File: src/rtl/fetch_unit.sv
// Instruction fetch FSM: one request per instruction, one bubble per handoff, redirect on branch/jump.
// Latency: instr valid the cycle after imem_ack. Backpressure: a word sits in HOLD until instr_ready.
module fetch_unit #(
  parameter logic [31:0] RESET_PC = 32'h0000_3000
) (
  input  logic        clk,
  input  logic        rst,
  output logic        imem_req,
  output logic [31:0] imem_addr,
  input  logic        imem_ack,
  input  logic [31:0] imem_rdata,
  output logic [31:0] instr,
  output logic [5:0]  op,
  output logic [31:0] instr_pc,
  output logic        instr_valid,
  input  logic        instr_ready,
  input  logic        redir_valid,
  input  logic        B,
  input  logic        J,
  input  logic        cond,
  input  logic [15:0] imm16,
  input  logic [25:0] jtarget,
  output logic [31:0] fetch_count
);

  typedef enum logic [1:0] {FETCH, HOLD, DISCARD} state_t;

  state_t      state, state_nxt;
  logic [31:0] pc, pc_nxt, hold_addr, addr_sel;
  logic [31:0] seq_pc, br_target, j_target, target;
  logic        take, load_instr, handoff;

  assign seq_pc    = instr_pc + 32'd4;
  assign br_target = seq_pc + {{14{imm16[15]}}, imm16, 2'b00};
  assign j_target  = {seq_pc[31:28], jtarget, 2'b00};
  assign target    = J ? j_target : br_target;
  assign take      = redir_valid && (J || (B && cond));

  always_comb begin
    state_nxt  = state;
    pc_nxt     = pc;
    load_instr = 1'b0;
    handoff    = 1'b0;
    case (state)
      FETCH: begin
        if (take) begin
          // An un-acked request cannot be withdrawn, so its data must be swallowed later.
          pc_nxt    = target;
          state_nxt = imem_ack ? FETCH : DISCARD;
        end else if (imem_ack) begin
          load_instr = 1'b1;
          pc_nxt     = pc + 32'd4;
          state_nxt  = HOLD;
        end
      end
      HOLD: begin
        handoff = instr_ready;
        if (take) begin
          pc_nxt    = target;
          state_nxt = FETCH;
        end else if (instr_ready) begin
          state_nxt = FETCH;
        end
      end
      DISCARD: begin
        if (take) pc_nxt = target;
        if (imem_ack) state_nxt = FETCH;
      end
      default: state_nxt = FETCH;
    endcase
  end

  always_ff @(posedge clk) begin
    if (rst) begin
      state       <= FETCH;
      pc          <= RESET_PC;
      hold_addr   <= RESET_PC;
      instr       <= 32'd0;
      instr_pc    <= 32'd0;
      fetch_count <= 32'd0;
    end else begin
      state <= state_nxt;
      pc    <= pc_nxt;
      // Remembers the address of the request still in flight while pc moves on.
      if (state == FETCH) hold_addr <= pc;
      if (load_instr) begin
        instr    <= imem_rdata;
        instr_pc <= pc;
      end
      if (handoff) fetch_count <= fetch_count + 32'd1;
    end
  end

  assign addr_sel    = (state == DISCARD) ? hold_addr : pc;
  assign imem_addr   = addr_sel & 32'hFFFF_FFFC;
  assign imem_req    = (state != HOLD);
  assign instr_valid = (state == HOLD);
  assign op          = instr[31:26];

endmodule
File: config.mk
export PLATFORM = sky130hd
export DESIGN_NAME = fetch_unit
export DESIGN_NICKNAME = d
export VERILOG_FILES = /design/src/rtl/fetch_unit.sv
export SDC_FILE = /design/constraint.sdc
export NUM_CORES = 1
export LEC_CHECK = 0
export CAP_MARGIN = 20
export CELL_PAD_IN_SITES_DETAIL_PLACEMENT = 0
export CELL_PAD_IN_SITES_GLOBAL_PLACEMENT = 1
export CORE_MARGIN = 2
export CORE_UTILIZATION = 38
export CTS_BUF_LIST = sky130_fd_sc_hd__clkbuf_8
export DETAILED_ROUTE_END_ITERATION = 10
export MAX_ROUTING_LAYER = met4
export PLACE_DENSITY = 0.87
export SYNTH_ARGS = -nofsm -noshare
export SYNTH_HDL_FRONTEND = slang
export SYNTH_SLANG_ARGS = --single-unit
File: constraint.sdc
create_clock -name clk -period 4.37 [get_ports clk]
set_clock_uncertainty 0.1 [all_clocks]
set_input_delay 0.874 -clock clk [delete_from_list [all_inputs] [get_ports clk]]
set_output_delay 0.874 -clock clk [all_outputs]
set_load 0.005 [all_outputs]
==> flow_results.xml <==
<?xml version="1.0" encoding="UTF-8"?>
<metrics>
  <group name="global_routing">
    <metric name="global_route.usage.met2" unit="">0.345</metric>
    <metric name="groute.usage.overall" unit="">0.230</metric>
    <metric name="grt_util_met1" unit="">0.313</metric>
    <metric name="grt_start_max_net_pins" unit="">90</metric>
    <metric name="vias_in_the_first_global_route" unit="">8535</metric>
    <metric name="overflow" unit="">0</metric>
    <metric name="globalRoute.busiestLayer" unit="">met2</metric>
    <metric name="antenna_found_initial" unit="">1</metric>
    <metric name="grt_pass1_wl" unit="um">46500</metric>
    <metric name="grt_use_met3" unit="">0.0524</metric>
  </group>
  <group name="timing">
    <metric name="final.min_clock_period" unit="ns">4.01</metric>
    <metric name="setup_viol" unit="">0</metric>
    <metric name="max_freq" unit="MHz">250</metric>
    <metric name="timing_max_transition_violations_final" unit="">0</metric>
    <metric name="max-slew-margin-rel" unit="">0.343</metric>
    <metric name="final_hold_viol_count" unit="">0</metric>
    <metric name="period_share" unit="">0.917</metric>
    <metric name="timing.hold.ws" unit="ns">0.355</metric>
    <metric name="tightest_slew" unit="ns">0.986</metric>
    <metric name="rsz0062_at_grt" unit="">false</metric>
    <metric name="setup_tns" unit="ns">0</metric>
  </group>
  <group name="pwr">
    <metric name="switchingPower" unit="W">0.00126</metric>
    <metric name="share_clk_of_total_power" unit="">0.299</metric>
    <metric name="power_leakage" unit="nW">4.72</metric>
    <metric name="combinational_fraction_of_design_power" unit="">0.255</metric>
    <metric name="switching_share_of_total_power" unit="">0.335</metric>
    <metric name="p_seq_frac" unit="">0.446</metric>
    <metric name="power_report.internal_total" unit="W">0.00250</metric>
    <metric name="power_per_cell_area" unit="nW/um2">309</metric>
    <metric name="worst_ir_drop_vdd" unit="V">0.000167</metric>
  </group>
  <group name="hold_path">
    <metric name="hold_path.class" unit="">register to register</metric>
  </group>
  <group name="synthesis">
    <metric name="synthesis_warnings" unit="">0</metric>
    <metric name="post_synth_edffs" unit="">0</metric>
    <metric name="synth_top_flop_cell" unit="">dfxtp_1</metric>
    <metric name="total_standard_cell_area_after_synthesis" unit="um2">9400</metric>
    <metric name="synth.avg_cell_area" unit="um2">7.90</metric>
    <metric name="netlist-cell-type-count" unit="">75</metric>
    <metric name="total_of_flip_flops_plus_latches_after_synthesis" unit="">160</metric>
    <metric name="synth_sequential_area_ratio" unit="">0.341</metric>
    <metric name="async_flop_share" unit="">0</metric>
    <metric name="post_synth_inst_count" unit="">1190</metric>
  </group>
  <group name="placed_design">
    <metric name="gpl.final_weighted_congestion" unit="">0.897</metric>
    <metric name="buffer_ports.inserted" unit="">215</metric>
    <metric name="post-dp-hpwl" unit="um">21500</metric>
  </group>
  <group name="routing">
    <metric name="dr_total_vias" unit="">9008</metric>
    <metric name="drt_pass1_iterations" unit="">8</metric>
    <metric name="routed_wirelength" unit="um">29100</metric>
    <metric name="drt-initial-drc-count" unit="">672</metric>
    <metric name="detail-route-antenna-nets" unit="">0</metric>
    <metric name="detail_route.wl_per_cell" unit="um">17.1</metric>
    <metric name="detail_route.vias_per_cell" unit="">5.29</metric>
    <metric name="drc_errors" unit="">0</metric>
  </group>
  <group name="final_layout">
    <metric name="design.final.nets" unit="">1489</metric>
    <metric name="syn2layout_area_growth" unit="%">29.7</metric>
    <metric name="post_route_cells_drive_above_1_share" unit="">0.0834</metric>
  </group>
  <group name="clocking">
    <metric name="tritoncts_sinks" unit="">160</metric>
    <metric name="tritoncts" unit="">done</metric>
    <metric name="clock-root-buffer" unit="">clkbuf_8</metric>
    <metric name="cts_setup_buffers" unit="">0</metric>
    <metric name="clk-insertion-delay-late" unit="ns">0.47</metric>
    <metric name="cts.hold.buffers_added" unit="">0</metric>
    <metric name="post_cts_resized" unit="">0</metric>
    <metric name="cts-htree-levels" unit="">4</metric>
    <metric name="clkSlewWorstSetupHoldPaths" unit="ns">0.10</metric>
    <metric name="clock_path_buffers" unit="">2</metric>
    <metric name="number_of_buffers_created_by_cts" unit="">17</metric>
  </group>
  <group name="critical_path">
    <metric name="timing.critical_path.slowest_cell_delay" unit="ns">0.48</metric>
    <metric name="cpMaxStageDelayCell" unit="">or4_4</metric>
    <metric name="crit_path_cell_trace" unit="">nand3_1 &gt; nor3_2 &gt; nand3_1 &gt; nor2_2 &gt; and2_1 &gt; nand2_1 &gt; xnor2_1 &gt; ha_1 &gt; a21o_1 &gt; a21o_1 &gt; a21oi_1 &gt; o21ai_1 &gt; a21oi_1 &gt; nor2b_1 &gt; or4_4 &gt; a311oi_2 &gt; o21ai_1</metric>
    <metric name="crit_required" unit="ns">4.63</metric>
    <metric name="crit_arrival" unit="ns">4.27</metric>
    <metric name="setup.worst_path.class" unit="">register to register</metric>
    <metric name="crit_path_start_kind" unit="">register</metric>
    <metric name="endpoint_kind" unit="">register</metric>
    <metric name="worst-path-max-fanout" unit="">6</metric>
  </group>
  <group name="floorplanning">
    <metric name="initial_utilization" unit="">0.386</metric>
    <metric name="design.core.area" unit="um2">24300</metric>
    <metric name="num_io_pins" unit="">218</metric>
    <metric name="dieHeight" unit="um">161</metric>
    <metric name="die_area" unit="um2">26000</metric>
    <metric name="core.rowCount" unit="">57</metric>
    <metric name="chipWidth" unit="um">161</metric>
  </group>
  <group name="run_status">
    <metric name="status" unit="">completed</metric>
  </group>
  <group name="flow_run">
    <metric name="max_cap_viol_count" unit="">0</metric>
  </group>
</metrics>
worst max-delay path: cells and delay by family (launching register included):
kind	cells	cell delay, ns
simple gates	8	1.55
compound gates	7	1.31
flops	1	0.44
fa+ha+maj	1	0.37
xor+xnor	1	0.13
area by class of cell:
type | instances | area, um2
Fill cell | 2362 | 12100
Multi-Input combinational cell | 943 | 5820
Sequential cell | 160 | 3200
Timing Repair Buffer | 232 | 2310
Tap cell | 324 | 405
Clock buffer | 17 | 234
Clock inverter | 15 | 170
Inverter | 12 | 45.0
Antenna cell | 1 | 2.50
metal layers:
metal / vias to the layer above / wire, um / share of wire
met5: - / 0 / 0
met4: 0 / 474 / 0.016
met3: 30 / 1840 / 0.063
met2: 267 / 13100 / 0.45
met1: 4204 / 13700 / 0.47
li1: 4507 / - / -
through the flow:
stage	power [W]	utilization	area, um2	instances	setup WS, ns
after CTS	0.00380	0.501	12200	1703	0.393
after global placement	0.00265	0.485	11800	1671	0.326
after floorplan	0.00224	-	9400	1191	0.690
final	0.00377	0.501	12200	1704	0.363
after detailed placement	0.00266	0.485	11800	1671	0.328
after global routing	0.00397	0.501	12200	1704	0.0131
flip-flops by register name, indices dropped and copies added (netlist names):
| name | cells |
|---|---|
| instr | 32 |
| pc | 32 |
| hold_addr | 30 |
| state | 2 |
| fetch_count | 32 |
| instr_pc | 32 |
cells in the mapped netlist (all sizes together) (4+ instances only):
master   instances  area share
and2            11      0.0073
nand2          207       0.083
o22ai            4      0.0027
nor3            22       0.014
nand3b           5      0.0040
mux2            31       0.038
xor2            34       0.032
nand4           19       0.013
a2111oi          6      0.0069
nor2           126       0.051
a211oi          17       0.014
mux2i           35       0.037
a21oi          133       0.072
inv             12      0.0048
o211ai           4      0.0037
ha              40       0.053
buf             23       0.015
clkbuf          53       0.021
xnor2           44       0.041
o21ai           49       0.026
or3              4      0.0027
and3            22       0.015
a211o            6      0.0056
nand2b           5      0.0041
dfxtp          160        0.34
and4             6      0.0056
a21o            23       0.019
nor2b            9      0.0060
nand3           40       0.021
power by group through the flow:
stage	Combinational (W)	Clock, W	Sequential [W]
after floorplan	0.000575	0	0.00166
after global placement	0.000949	0	0.00170
after detailed placement	0.000952	0	0.00171
after CTS	0.000960	0.00116	0.00168
after global routing	0.00105	0.00122	0.00170
final	0.000959	0.00113	0.00168
path summary, 6_finish.rpt:
check                      startpoint                   to  slack [ns]  cells past startpoint
max reg2reg  instr_pc[7]$_SDFFE_PP0P_  pc[30]$_SDFFE_PP0P_        0.36                     17
min                pc[0]$_SDFFE_PP0P_   pc[0]$_SDFFE_PP0P_        0.36                      2
max          instr_pc[7]$_SDFFE_PP0P_  pc[30]$_SDFFE_PP0P_        0.36                     17
min reg2reg        pc[0]$_SDFFE_PP0P_   pc[0]$_SDFFE_PP0P_        0.36                      2
cells by family (layout without fill, tap and decap cells):
group,Yosys count,in the layout,synth area share
flip-flops,160,160,0.341
multiplexers,66,66,0.0748
AND/OR/NAND/NOR,485,485,0.235
other,1,3,0.000399
AO/OA/AOI/OAI,271,271,0.180
adder cells (fa/ha/maj),41,41,0.0554
XOR/XNOR,78,78,0.0727
buffers and inverters,88,276,0.0406
placed cells by master (no fill, tap or decap), types with 21 or more instances in the layout:
cell,count
xnor2_1,44
mux2i_1,35
a21o_1,22
and3_1,21
a21oi_1,130
nand3_1,40
clkdlybuf4s50_1,213
dfxtp_1,160
mux2_2,30
o21ai_0,43
nor2_1,124
nand2_1,205
xor2_1,34
ha_1,39
(Power assumes the default switching activity.)
